===== src/rtl/svm_feature_streamer.sv =====
// svm_feature_streamer: gathers a serial stream of signed feature beats into a
// packed frame for the SVM classifier, tags frames alternately valence/arousal,
// flags framing errors, and holds the classifier result for a downstream consumer.
module svm_feature_streamer #(
  parameter int unsigned NBITS       = 5,
  parameter int unsigned F_WIDTH     = 214,
  parameter int unsigned LOG_F_WIDTH = $clog2(F_WIDTH)
) (
  input  logic                       clk,
  input  logic                       rst,
  // serial feature stream
  input  logic signed [NBITS-1:0]    s_feature,
  input  logic                       s_valid,
  input  logic                       s_last,
  output logic                       s_ready,
  // packed frame to classifier
  output logic [NBITS*F_WIDTH-1:0]   fout_features,
  output logic                       fout_valid,
  input  logic                       fout_ready,
  output logic                       fout_is_arousal,
  output logic                       frame_error,
  // classifier result capture
  input  logic                       svm_dout_valid,
  input  logic                       svm_valence,
  input  logic                       svm_arousal,
  output logic                       result_valid,
  output logic                       result_valence,
  output logic                       result_arousal,
  input  logic                       result_ready,
  output logic                       result_overrun
);

  localparam logic [LOG_F_WIDTH-1:0] LAST_IDX = LOG_F_WIDTH'(F_WIDTH - 1);
  localparam logic [LOG_F_WIDTH-1:0] IDX_ONE  = LOG_F_WIDTH'(1);

  typedef enum logic {FILL, SEND} state_t;

  state_t                 state;
  logic [LOG_F_WIDTH-1:0] fidx;

  logic beat_acc;
  logic frame_fire;
  logic at_last_idx;

  // Handshake qualifiers; s_ready/fout_valid are registers so neither input
  // loops combinationally back to its own handshake output.
  always_comb begin
    beat_acc    = s_valid && s_ready;
    frame_fire  = fout_valid && fout_ready;
    at_last_idx = (fidx == LAST_IDX);
  end

  // Frame assembly FSM: FILL collects beats, SEND holds the frame until it fires.
  always_ff @(posedge clk) begin
    if (!rst) begin
      state           <= FILL;
      fidx            <= '0;
      s_ready         <= 1'b0;
      fout_valid      <= 1'b0;
      fout_is_arousal <= 1'b0;
      frame_error     <= 1'b0;
    end else begin
      frame_error <= 1'b0;
      case (state)
        FILL: begin
          s_ready    <= 1'b1;
          fout_valid <= 1'b0;
          if (beat_acc) begin
            if (s_last && at_last_idx) begin
              // Final beat in the right slot: frame complete.
              fout_features[int'(fidx)*NBITS +: NBITS] <= s_feature;
              fidx       <= '0;
              state      <= SEND;
              s_ready    <= 1'b0;
              fout_valid <= 1'b1;
            end else if (s_last || at_last_idx) begin
              // Early or missing last marker: drop the frame and resync.
              fidx        <= '0;
              frame_error <= 1'b1;
            end else begin
              fout_features[int'(fidx)*NBITS +: NBITS] <= s_feature;
              fidx <= fidx + IDX_ONE;
            end
          end
        end
        SEND: begin
          s_ready    <= 1'b0;
          fout_valid <= 1'b1;
          if (frame_fire) begin
            state           <= FILL;
            s_ready         <= 1'b1;
            fout_valid      <= 1'b0;
            fout_is_arousal <= ~fout_is_arousal;
          end
        end
        default: begin
          state      <= FILL;
          fidx       <= '0;
          s_ready    <= 1'b0;
          fout_valid <= 1'b0;
        end
      endcase
    end
  end

  // Result holding register with sticky overrun when an unconsumed result is replaced.
  always_ff @(posedge clk) begin
    if (!rst) begin
      result_valid   <= 1'b0;
      result_valence <= 1'b0;
      result_arousal <= 1'b0;
      result_overrun <= 1'b0;
    end else if (svm_dout_valid) begin
      result_valid   <= 1'b1;
      result_valence <= svm_valence;
      result_arousal <= svm_arousal;
      if (result_valid && !result_ready) begin
        result_overrun <= 1'b1;
      end
    end else if (result_valid && result_ready) begin
      result_valid <= 1'b0;
    end
  end

endmodule


===== config.mk =====
export PLATFORM = sky130hd
export DESIGN_NAME = svm_feature_streamer
export DESIGN_NICKNAME = d
export VERILOG_FILES = /design/src/rtl/svm_feature_streamer.sv
export SDC_FILE = /design/constraint.sdc
export NUM_CORES = 1
export LEC_CHECK = 0
export BUFFER_PORTS_ARGS = -buffer_cell sky130_fd_sc_hd__buf_2
export CAP_MARGIN = 20
export CORE_ASPECT_RATIO = 0.7
export CORE_MARGIN = 10
export CORE_UTILIZATION = 26
export CTS_CLUSTER_SIZE = 8
export DETAILED_ROUTE_END_ITERATION = 12
export GPL_ROUTABILITY_DRIVEN = 0
export PLACE_DENSITY = 0.47
export SYNTH_ARGS = -nofsm -noshare
export SYNTH_HDL_FRONTEND = slang
export SYNTH_SLANG_ARGS = --single-unit

===== constraint.sdc =====
create_clock -name clk -period 4.1 [get_ports clk]
set_input_delay 0.82 -clock clk [delete_from_list [all_inputs] [get_ports clk]]
set_output_delay 0.82 -clock clk [all_outputs]
set_load 0.01 [all_outputs]

== Word-level counts from Yosys, hierarchy flattened ==
Index checks and enable logic that the tools add are counted.

* Output and inout port bits: 1078
* Register bits after elaboration: 1086

* Reductions and logical operators: 13
* Equal/unequal tests: 2
* Bitwise logic cells: 4
* Add/subtract/negate cells: 2
* Mux-type cells: 16
* $mul: 1
* Shifts and indexed selects: 2

{| class="wikitable"
|+ Operators by type and width
! cell !! count
|-
| 1070-bit two-way mux || 2
|-
| 1070-bit bitwise mux || 1
|-
| 5-bit by 34-bit variable shift with 1070-bit output, first input constant || 1
|-
| 5-bit by 34-bit variable part select with 1070-bit output || 1
|-
| 11-bit negation with 34-bit output || 1
|-
| 8-bit two-way mux || 2
|-
| 8-bit by 3-bit multiplier with 11-bit output, second input constant || 1
|-
| 1-bit two-way mux || 9
|-
| 8-bit by 1-bit adder with 8-bit output, second input constant || 1
|-
| 8-bit equality test, second input constant || 1
|-
| 2-bit AND reduction || 3
|-
| 1-bit logical AND || 5
|-
| 1-bit NOT || 4
|-
| 1-bit one-hot mux with 2 select lines || 2
|-
| 4-bit AND reduction || 1
|-
| 4-bit OR reduction || 1
|-
| 2-bit inequality test, second input constant || 1
|-
| 2-bit nonzero test || 1
|-
| 1-bit logical NOT || 1
|-
| 1-bit logical OR || 1
|}

== Depth between registers and ports, before layout ==
Gate-level depths: netlist of the first run.

* Depth after elaboration: 6
* Mapped depth: 12
* Depth with buffers taken out: 9

== Worst setup path before layout of the first run ==
No wires, ideal clock.

* Kind: reg-to-reg
* Start point: register fidx[0]
* End point: register fout_features[840], enable pin
* Library setup time: 0.339 ns
* Cell stages (with the launch flop): 12
* Required time: 3.761 ns
* Clock period less this slack: 3.383 ns
* Path slack: 0.717 ns
* Arrival time: 3.044 ns
* Cells stage by stage: dfxtp_1 > buf_2 > inv_1 > clkbuf_1 > ha_1 > clkbuf_1 > or2_2 > a21o_1 > a2111oi_1 > nand2_1 > clkbuf_1 > nor2_1

* Cells in the longest elaborated chain, start to end: 4
* Elaborated cells between the ends (all ways): 5
* Classes of those cells: eq/ne (2); reduce/logical (3)

{| class="wikitable"
|+ RTL lines
! element !! RTL line !! RTL
|-
| start: declaration || 39 || <nowiki>logic [LOG_F_WIDTH-1:0] fidx;</nowiki>
|-
| start signal: assignment || 82 || <nowiki>fidx <= fidx + IDX_ONE;</nowiki>
|-
| 8-bit equality test (*) || 50 || <nowiki>at_last_idx = (fidx == LAST_IDX);</nowiki>
|-
| 1-bit logical AND or 1-bit logical OR (tied branches) || 69, 76 ||
|-
| 2-bit inequality test (no line) (*) || -- ||
|-
| 4-bit AND reduction (no line) (*) || -- ||
|-
| end signal: indexed assignment || 71 || <nowiki>fout_features[int'(fidx)*NBITS +: NBITS] <= s_feature;</nowiki>
|-
| end signal: indexed assignment || 81 || <nowiki>fout_features[int'(fidx)*NBITS +: NBITS] <= s_feature;</nowiki>
|-
| end: declaration || 17 || <nowiki>output logic [NBITS*F_WIDTH-1:0] fout_features,</nowiki>
|}

Every way passes the cells marked *; elsewhere a longest branch is shown, timed or not.
A chain may end at the register's enable or synchronous reset.

== Final worst setup path of the first run ==
* Start point: register fidx[4]
* End point: register fout_features[402], enable pin

Same word-level chain as after synthesis.

==> results.sh, run 1 <==
export IMPL_grt_pass1_wl_um=270000
export IMPL_cts_tree="done"
export IMPL_p_total_w=0.0246
export IMPL_drv_slew=0
export IMPL_cts_inserted_buffers=155
export IMPL_hold_viol=0
export IMPL_crit_required_ns=4.49
export IMPL_p_leak_nw=20.0
export IMPL_drv_cap=0
export IMPL_powerDensity_nw_per_um2=452
export IMPL_yosys_warnings=0
export IMPL_final_setup_worst_slack_ns=0.154
export IMPL_fin_util_pct=34.5
export IMPL_synth_main_ff_cell="edfxtp_1"
export IMPL_worstSetupStartpointType="flop"
export IMPL_dieArea_um2=175000
export IMPL_grt_antenna_before_repair=8
export IMPL_finalCritPeriodShare_pct=96.2
export IMPL_clock_sinks=1086
export IMPL_outcome="finished clean"
export IMPL_clock_latency_ns=0.78
export IMPL_dp_hpwl_um=154000
export IMPL_dp_slack_ns=-0.0928
export IMPL_grt_overflow=0
export IMPL_placed_area_um2=50100
export IMPL_avgSynthCellArea_um2=13.2
export IMPL_final_nets=4319
export IMPL_drc_errors=0
export IMPL_ios=1092
export IMPL_syn_area_um2=41200
export IMPL_firstDrtPassIters=7
export IMPL_ys_seq_area_share_pct=78.8
export IMPL_core_um2=158000
export IMPL_grt_pass1_vias=30700
export IMPL_via_count=30700
export IMPL_path_clk_slew_ns=0.06
export IMPL_postSynthCellCount=3110
export IMPL_area_growth_synth_to_final_pct=32.2
export IMPL_arrival_ns=4.33
export IMPL_relSlewSlack_pct=32.9
export IMPL_grt_usage_pct=22.1
export IMPL_wl_per_cell_um=31.3
export IMPL_final_area_um2=54400
export IMPL_final_cell_mix="buf_2 (1091), edfxtp_1 (1070), nor2_1 (1069), nand2_1 (188), nor3_1 (176)"
export IMPL_hold_class="in -> reg"
export IMPL_drive_gt1_share_pct=35.2
export IMPL_holdWs_ns=0.306
export IMPL_grt_start_max_net_pins=97
export IMPL_num_rows=122
export IMPL_synth_cell_types=59
export IMPL_rsz0062_at_grt="false"
export IMPL_drt_iter0_markers=3102
export IMPL_synth_edf_count=1070
export IMPL_portBuffers=1091
export IMPL_h_tree_depth=4
export IMPL_worstSetupPathType="reg -> reg"
export IMPL_cts_buffer_depth=3
export IMPL_peakVddDrop_uv=409
export IMPL_via_per_inst=4.76
export IMPL_start_util_pct=26.1
export IMPL_cts_root_buf="clkbuf_16"
export IMPL_setup_violations=0
export IMPL_cp_end_kind="flop"
export IMPL_period_needed_ns=3.95
export IMPL_mostFrequentLayoutCell="buf_2"
export IMPL_async_flop_share_pct=0
export IMPL_syn_nets=3132
export IMPL_max_freq_mhz=253
export IMPL_skew_ns=0.0372
export IMPL_die_height_um=353
export IMPL_die_w_um=496
export IMPL_wl_um=202000
export IMPL_synth_ff_latch_count=1086
export IMPL_worstPathMaxFanout=12
export IMPL_ant_nets=0
export IMPL_worst_slew_pin_slew_ns=1.00
export IMPL_fillers=15700
## cell families (layout without fill, tap and decap cells)
kind of cell,count (synthesis),count (layout),share of synthesized area (%)
xor+xnor,12,12,0.274
simple gates,1695,1695,17.2
other cells,0,1,0
fa+ha+maj,8,8,0.243
buf+inv,249,1471,2.33
compound gates,53,53,0.930
mux,7,7,0.173
flops,1086,1086,78.8
## repair_timing
item	4_1_cts	5_1_grt
cloned	0	0
resized for setup	8	12
hold buffers	0	0
setup buffers	0	0
endpoints found under the setup margin	44	717
## final timing paths
path,from,to,slack (ns),depth (start not counted)
max,fidx[4]$_SDFFE_PN0P_,fout_features[402]$_DFFE_PP_,0.15,9
min,svm_arousal,result_arousal$_SDFFE_PN0P_,0.31,3
max reg2reg,fidx[4]$_SDFFE_PN0P_,fout_features[402]$_DFFE_PP_,0.15,9
min reg2reg,result_overrun$_SDFFE_PN0P_,result_overrun$_SDFFE_PN0P_,0.49,2
## area by class of cell
class	count	area (um^2)	area share, %
Clock inverter	20	292	0.536
Multi-Input combinational cell	1775	8130	14.9
Sequential cell	1086	32500	59.6
Tap cell	2108	2640	4.85
Antenna cell	1	2.50	0.00460
Inverter	5	18.8	0.0345
Timing Repair Buffer	1274	6960	12.8
Clock buffer	172	3940	7.24
## report_power, final
| part | leakage, nW | internal (W) | switching, W |
|---|---|---|---|
| Clock | 2.06 | 0.00678 | 0.00492 |
| Sequential | 10.6 | 0.0120 | 0.00000267 |
| Combinational | 7.33 | 0.000176 | 0.000703 |
## sequential cells by signal (all words and copies together) (netlist names)
name and flops:
fout_features 1070, fidx 8, s_ready 1, result_valence 1, fout_is_arousal 1, result_arousal 1, result_overrun 1, state 1
result_valid 1, frame_error 1
## worst max-delay path, stage by stage (launching register included)
cell and delay (ns):
dfxtp_1 0.58, inv_1 0.10, nor3b_1 0.21, nand4_1 0.34, ha_1 0.40, nor2b_1 0.17
and2_1 0.50, o31ai_4 0.31, buf_4 0.30, nor2_1 0.64
## cells in the mapped netlist (13+ instances only)
| cell type | n | share of area [%] |
|---|---|---|
| dfxtp_1 | 16 | 0.78 |
| or3_1 | 21 | 0.32 |
| nand3_1 | 88 | 1.1 |
| edfxtp_1 | 1070 | 78 |
| clkbuf_1 | 211 | 1.9 |
| nand2_1 | 197 | 1.8 |
| buf_2 | 20 | 0.24 |
| and3_1 | 24 | 0.36 |
| nor3_1 | 192 | 2.3 |
| nor4_1 | 32 | 0.49 |
| nor2b_1 | 13 | 0.20 |
| nor2_1 | 1080 | 9.8 |
| buf_1 | 13 | 0.12 |
| a21oi_1 | 13 | 0.16 |
## per-layer routing
layer | track usage, % | share of wire (%) | up-vias
met4 | 5.97 | 2.8 | 0
li1 | - | - | 13200
met1 | 27.9 | 41 | 15800
met5 | 0 | 0 | -
met2 | 37.1 | 48 | 1391
met3 | 6.45 | 8.1 | 242
## metrics by stage
| stage | setup TNS, ns | cells |
|---|---|---|
| 6_report | 0 | 6441 |
| 5_1_grt | 0 | 6440 |
| 4_1_cts | -0.251 | 6440 |
| 3_5_place_dp | -0.481 | 6248 |
| 3_3_place_gp | -0.730 | 6247 |
| 2_1_floorplan | 0 | 3110 |
(Power assumes the default switching activity.)
==> run 2, diff against run 1 <==
clock period = 4.8 ns   (was 4.1 ns; I/O delays follow)
==> run 2 against run 1 <==
Against the previous run:
- total power decreased by 14%
- register-to-register slack improved by 0.33 ns
- flip-flop and latch count stayed put
- worst hold slack better by 0.12 ns
- clock power fell by 14%
- fmax is 8.5% lower
- worst setup slack improved by 0.33 ns
- critical path depth decreased by 2
- cell count fell by 0.85%
- global-route usage shrank 0.15 points
==> results.sh, run 2 (synthesis gave the netlist of run 1 again) <==
export IMPL_powerDensity_nw_per_um2=391
export IMPL_dieArea_um2=175000
export IMPL_die_w_um=496
export IMPL_reg_largest_list="fout_features: 1070 flops, fidx: 8 flops"
export IMPL_max_freq_mhz=232
export IMPL_via_per_inst=4.76
export IMPL_ios=1092
export IMPL_use_met2_pct=36.2
export IMPL_clock_sinks=1086
export IMPL_top_register="fout_features"
export IMPL_num_rows=122
export IMPL_place_inst=6185
export IMPL_post_cts_buffers=0
export IMPL_wl_per_cell_um=31.4
export IMPL_portBuffers=1091
export IMPL_comb_power_share_pct=3.4
export IMPL_hold_class="in -> reg"
export IMPL_drc_errors=0
export IMPL_grt_antenna_before_repair=5
export IMPL_worstSetupStartpointType="flop"
export IMPL_start_util_pct=26.1
export IMPL_cts_inserted_buffers=155
export IMPL_power_share_sequential_pct=48.7
export IMPL_worstSetupPathType="reg -> reg"
export IMPL_grt_usage_pct=22.0
export IMPL_cts_root_buf="clkbuf_16"
export IMPL_hold_viol=0
export IMPL_area_growth_synth_to_final_pct=31.2
export IMPL_finalCritPeriodShare_pct=89.8
export IMPL_period_needed_ns=4.31
export IMPL_grt_busiest_layer="met2"
export IMPL_rsz0062_at_grt="false"
export IMPL_cts_buffer_depth=3
export IMPL_clock_latency_ns=0.80
export IMPL_dp_hpwl_um=153000
export IMPL_grt_pass1_vias=30100
export IMPL_drv_cap=0
export IMPL_p_clk_share_pct=47.9
export IMPL_die_height_um=353
export IMPL_p_sw_share_pct=22.6
export IMPL_firstDrtPassIters=5
export IMPL_crit_required_ns=5.24
export IMPL_cts_hold_buf=0
export IMPL_grt_pass1_wl_um=267000
export IMPL_drv_slew=0
export IMPL_grtUsageMet3_pct=6.37
export IMPL_final_nets=4257
export IMPL_core_um2=158000
export IMPL_cts_tree="done"
export IMPL_setup_violations=0
export IMPL_drt_iter0_markers=3095
export IMPL_drive_gt1_share_pct=33.8
export IMPL_wl_um=200000
export IMPL_h_tree_depth=4
export IMPL_peakVddDrop_uv=330
export IMPL_setup_tns_final_ns=0
export IMPL_holdWs_ns=0.430
export IMPL_outcome="finished clean"
export IMPL_worst_slew_pin_slew_ns=1.19
export IMPL_p_leak_nw=19.7
export IMPL_layout_cells_non_filler=6386
export IMPL_largest_reg_flops=1070
export IMPL_final_cell_mix="buf_2 (1091), nor2_1 (1076), edfxtp_1 (1070), nand2_1 (188), nor3_1 (186)"
export IMPL_power_switching_w=0.00477
export IMPL_use_met1_pct=27.8
export IMPL_grt_start_max_net_pins=91
export IMPL_cp_end_kind="flop"
export IMPL_relSlewSlack_pct=20.3
export IMPL_arrival_ns=4.75
export IMPL_mostFrequentLayoutCell="buf_2"
export IMPL_worstPathMaxFanout=16
export IMPL_grt_overflow=0
export IMPL_via_count=30400
export IMPL_skew_ns=0.0372
export IMPL_p_int_w=0.0164
export IMPL_fillers=15700
export IMPL_ant_nets=0
export IMPL_path_clk_slew_ns=0.05
-- run 2: cell types whose count changed in the layout (fill, tap and decap cells not counted), moves of 4 or more --
cell | before | now
nor3_1 | 176 | 186
nor2_1 | 1069 | 1076
nor3_2 | 18 | 8
inv_6 | 6 | 2
buf_4 | 173 | 110
nor2_2 | 10 | 3
clkbuf_1 | 17 | 22
-- run 2: final cells by class --
type	count	area [um^2]	share of cell area, %
clock inverters	15	273	0.505
inverters	5	18.8	0.0347
multi-input cells	1775	8060	14.9
clock buffers	183	4080	7.55
diodes	2	5.00	0.00926
repair buffers	1212	6500	12.0
flip-flops and latches	1086	32500	60.1
well taps	2108	2640	4.88
-- run 2: worst paths after layout --
check	from	endpoint	slack (ns)	cells after the start
min	svm_valence	result_valence$_SDFFE_PN0P_	0.43	3
max	fidx[1]$_SDFFE_PN0P_	fout_features[763]$_DFFE_PP_	0.49	7
min reg2reg	result_overrun$_SDFFE_PN0P_	result_overrun$_SDFFE_PN0P_	0.49	2
max reg2reg	fidx[1]$_SDFFE_PN0P_	fout_features[763]$_DFFE_PP_	0.49	7
-- run 2: per-stage QoR --
step / total power [W] / cell area [um^2] / util [%] / setup WS [ns]
after floorplan: 0.0108 / 41200 / - / 1.42
final: 0.0211 / 54000 / 34.3 / 0.488
after detailed placement: 0.0112 / 49700 / 31.5 / 0.432
after CTS: 0.0213 / 54000 / 34.3 / 0.444
after global placement: 0.0112 / 49600 / 31.4 / 0.455
after global routing: 0.0217 / 54000 / 34.3 / 0.163
-- run 2: power by group through the flow --
| stage | Clock, W | Combinational [W] | Sequential (W) |
|---|---|---|---|
| finish | 0.0101 | 0.000714 | 0.0103 |
| global route | 0.0107 | 0.000752 | 0.0103 |
| CTS | 0.0103 | 0.000720 | 0.0103 |
| detailed placement | 0 | 0.000719 | 0.0105 |
| global placement | 0 | 0.000711 | 0.0105 |
| floorplan | 0 | 0.000328 | 0.0105 |
-- run 2: routing by layer --
layer	routed length, um	share of wire, %
met1	81700	41
met2	95600	48
met3	16300	8.1
met4	6850	3.4
met5	13	0.0065
-- run 2: worst max-delay path, cell delays in order (launching register included) --
cell	delay [ns]
dfxtp_1	0.45
inv_1	0.18
ha_1	0.56
nand2b_1	0.46
mux2_2	0.43
o31ai_2	0.84
nand3_1	0.54
nor2_1	0.52
-- run 2: repair_timing --
action                                  in CTS  in global routing
endpoints found under the hold margin        0                  0
resized for setup                            0                  1
endpoints found under the setup margin       0                  5
==> run 3, diff against run 2 <==
PLACE_DENSITY = unset   (was 0.47)
clock period = 3.75 ns   (was 4.8 ns; I/O delays follow)
==> run 3 against run 2 <==
Against the previous run:
- via count is 3.8% higher
- clock skew is 0.019 ns higher
- fmax is 21% higher
- total power is 28% higher
- combinational power is 38% higher
- worst setup slack worse by 0.30 ns
- register-to-register slack worse by 0.30 ns
- cell count is 1.1% higher
- cell area is 1.2% higher
- core utilization is 0.40 points higher
- largest power group unchanged
==> results.sh, run 3 (synthesis gave the netlist of run 1 again) <==
export IMPL_wl_per_cell_um=32.1
export IMPL_grt_usage_pct=22.8
export IMPL_worstSetupStartpointType="flop"
export IMPL_grt_overflow=0
export IMPL_cts_hold_buf=0
export IMPL_hold_viol=0
export IMPL_dp_hpwl_um=160000
export IMPL_drive_gt1_share_pct=35.2
export IMPL_die_w_um=496
export IMPL_core_um2=158000
export IMPL_ios=1092
export IMPL_cts_inserted_buffers=155
export IMPL_period_needed_ns=3.57
export IMPL_cp_end_kind="flop"
export IMPL_powerDensity_nw_per_um2=496
export IMPL_firstDrtPassIters=5
export IMPL_skew_ns=0.0562
export IMPL_clock_latency_ns=0.79
export IMPL_cp_cell_sequence="inv_1, ha_1, buf_4, nand2b_1, o22ai_2, buf_4, nand2_1, nor3_1, buf_4"
export IMPL_grt_pass1_vias=31200
export IMPL_drv_slew=0
export IMPL_p_leak_nw=20.1
export IMPL_final_area_um2=54700
export IMPL_hold_class="in -> reg"
export IMPL_mostFrequentLayoutCell="buf_2"
export IMPL_finalCritPeriodShare_pct=95.1
export IMPL_portBuffers=1091
export IMPL_grt_start_max_net_pins=54
export IMPL_regToRegSetupSlack_ns=0.18
export IMPL_worstPathMaxFanout=11
export IMPL_max_freq_mhz=280
export IMPL_final_cell_mix="buf_2 (1091), nor2_1 (1072), edfxtp_1 (1070), buf_4 (189), nand2_1 (188)"
export IMPL_setup_tns_final_ns=0
export IMPL_via_count=31600
export IMPL_final_nets=4337
export IMPL_drt_iter0_markers=3836
export IMPL_arrival_ns=4.06
export IMPL_cpPeakStageDelay_ns=0.65
export IMPL_worst_slew_pin_slew_ns=0.985
export IMPL_cts_root_buf="clkbuf_16"
export IMPL_start_util_pct=26.1
export IMPL_outcome="finished clean"
export IMPL_top_register="fout_features"
export IMPL_placed_area_um2=50300
export IMPL_layout_cells_non_filler=6459
export IMPL_wl_um=207000
export IMPL_post_cts_buffers=0
export IMPL_cp_slowest_cell="o22ai_2"
export IMPL_path_clk_slew_ns=0.06
export IMPL_crit_required_ns=4.24
export IMPL_drv_cap=0
export IMPL_area_growth_synth_to_final_pct=32.7
export IMPL_h_tree_depth=4
export IMPL_worstSetupPathType="reg -> reg"
export IMPL_place_inst=6266
export IMPL_relSlewSlack_pct=34.2
export IMPL_largest_reg_flops=1070
export IMPL_die_height_um=353
export IMPL_setup_violations=0
export IMPL_cpMostUsedCell="buf_4"
export IMPL_ant_nets=0
export IMPL_clock_sinks=1086
export IMPL_via_per_inst=4.89
export IMPL_num_rows=122
export IMPL_rsz0062_at_grt="false"
export IMPL_cts_buffer_depth=3
export IMPL_peakVddDrop_uv=442
export IMPL_drc_errors=0
export IMPL_reg_largest_list="fout_features: 1070 flops, fidx: 8 flops"
export IMPL_grt_pass1_wl_um=276000
export IMPL_dieArea_um2=175000
export IMPL_grt_antenna_before_repair=17
export IMPL_cts_tree="done"
[run 3: cell count changes in the layout (fill, tap and decap cells not counted), moves of 3 or more]
cell	change
clkbuf_1	-7
nor4_1	+3
buf_12	+3
nor2_1	-4
buf_4	+79
nor4_2	-3
clkinv_16	+3
nor2_2	+5
[run 3: worst paths after layout]
kind              cells past startpoint                           end                   startpoint
setup / recovery                      9  fout_features[306]$_DFFE_PP_         fidx[0]$_SDFFE_PN0P_
hold reg to reg                       2   result_overrun$_SDFFE_PN0P_  result_overrun$_SDFFE_PN0P_
setup reg to reg                      9  fout_features[306]$_DFFE_PP_         fidx[0]$_SDFFE_PN0P_
hold / removal                        3   result_arousal$_SDFFE_PN0P_                  svm_arousal
[run 3: area by class of cell]
type                    instances  area, um^2
repair buffers               1292        7120
inverters                       5        18.8
well taps                    2108        2640
clock inverters                18         390
flip-flops and latches       1086       32500
multi-input cells            1775        8060
fillers                     15600      103000
diodes                          3        7.51
clock buffers                 172        3970
[run 3: metal layers]
| layer | part of all wire (%) | wire length (um) | GRT usage, % | up-vias |
|---|---|---|---|---|
| met1 | 39 | 80000 | 28.4 | 16000 |
| met4 | 4.7 | 9750 | 9.36 | 8 |
| met2 | 46 | 95100 | 36.1 | 1978 |
| met5 | 0.024 | 49 | 0 | - |
| met3 | 11 | 22400 | 7.82 | 350 |
| li1 | - | - | - | 13300 |
[run 3: critical path, delay by kind of cell, from the launching register on]
kind,cells,cell delay (ns)
AOI/OAI and AO/OA,1,0.65
adders and majority gates,1,0.28
buffers and inverters,4,0.78
DFF,1,0.47
and+or+nand+nor,3,1.08
[run 3: timing repair]
item,in CTS,in global routing
gates resized for setup,0,6
setup endpoints to repair,0,25
endpoints found under the hold margin,0,0
[run 3: power by group]
group          leakage [nW]  internal (W)  switching [W]  total, W
Clock                  2.12       0.00757        0.00541    0.0130
Combinational          7.42      0.000197       0.000791  0.000988
Sequential             10.6        0.0132     0.00000443    0.0132
[run 3: per-stage QoR]
| stage | setup WS, ns | total power [W] | hold slack (ns) | utilization (%) |
|---|---|---|---|---|
| 5_1_grt | 0.00152 | 0.0279 | 0.206 | 34.7 |
| 3_3_place_gp | 0.161 | 0.0144 | 0.490 | 31.9 |
| 4_1_cts | 0.130 | 0.0273 | 0.161 | 34.6 |
| 3_5_place_dp | 0.142 | 0.0144 | 0.489 | 31.9 |
| 6_report | 0.184 | 0.0271 | 0.224 | 34.7 |
| 2_1_floorplan | 0.367 | 0.0138 | 0.524 | - |
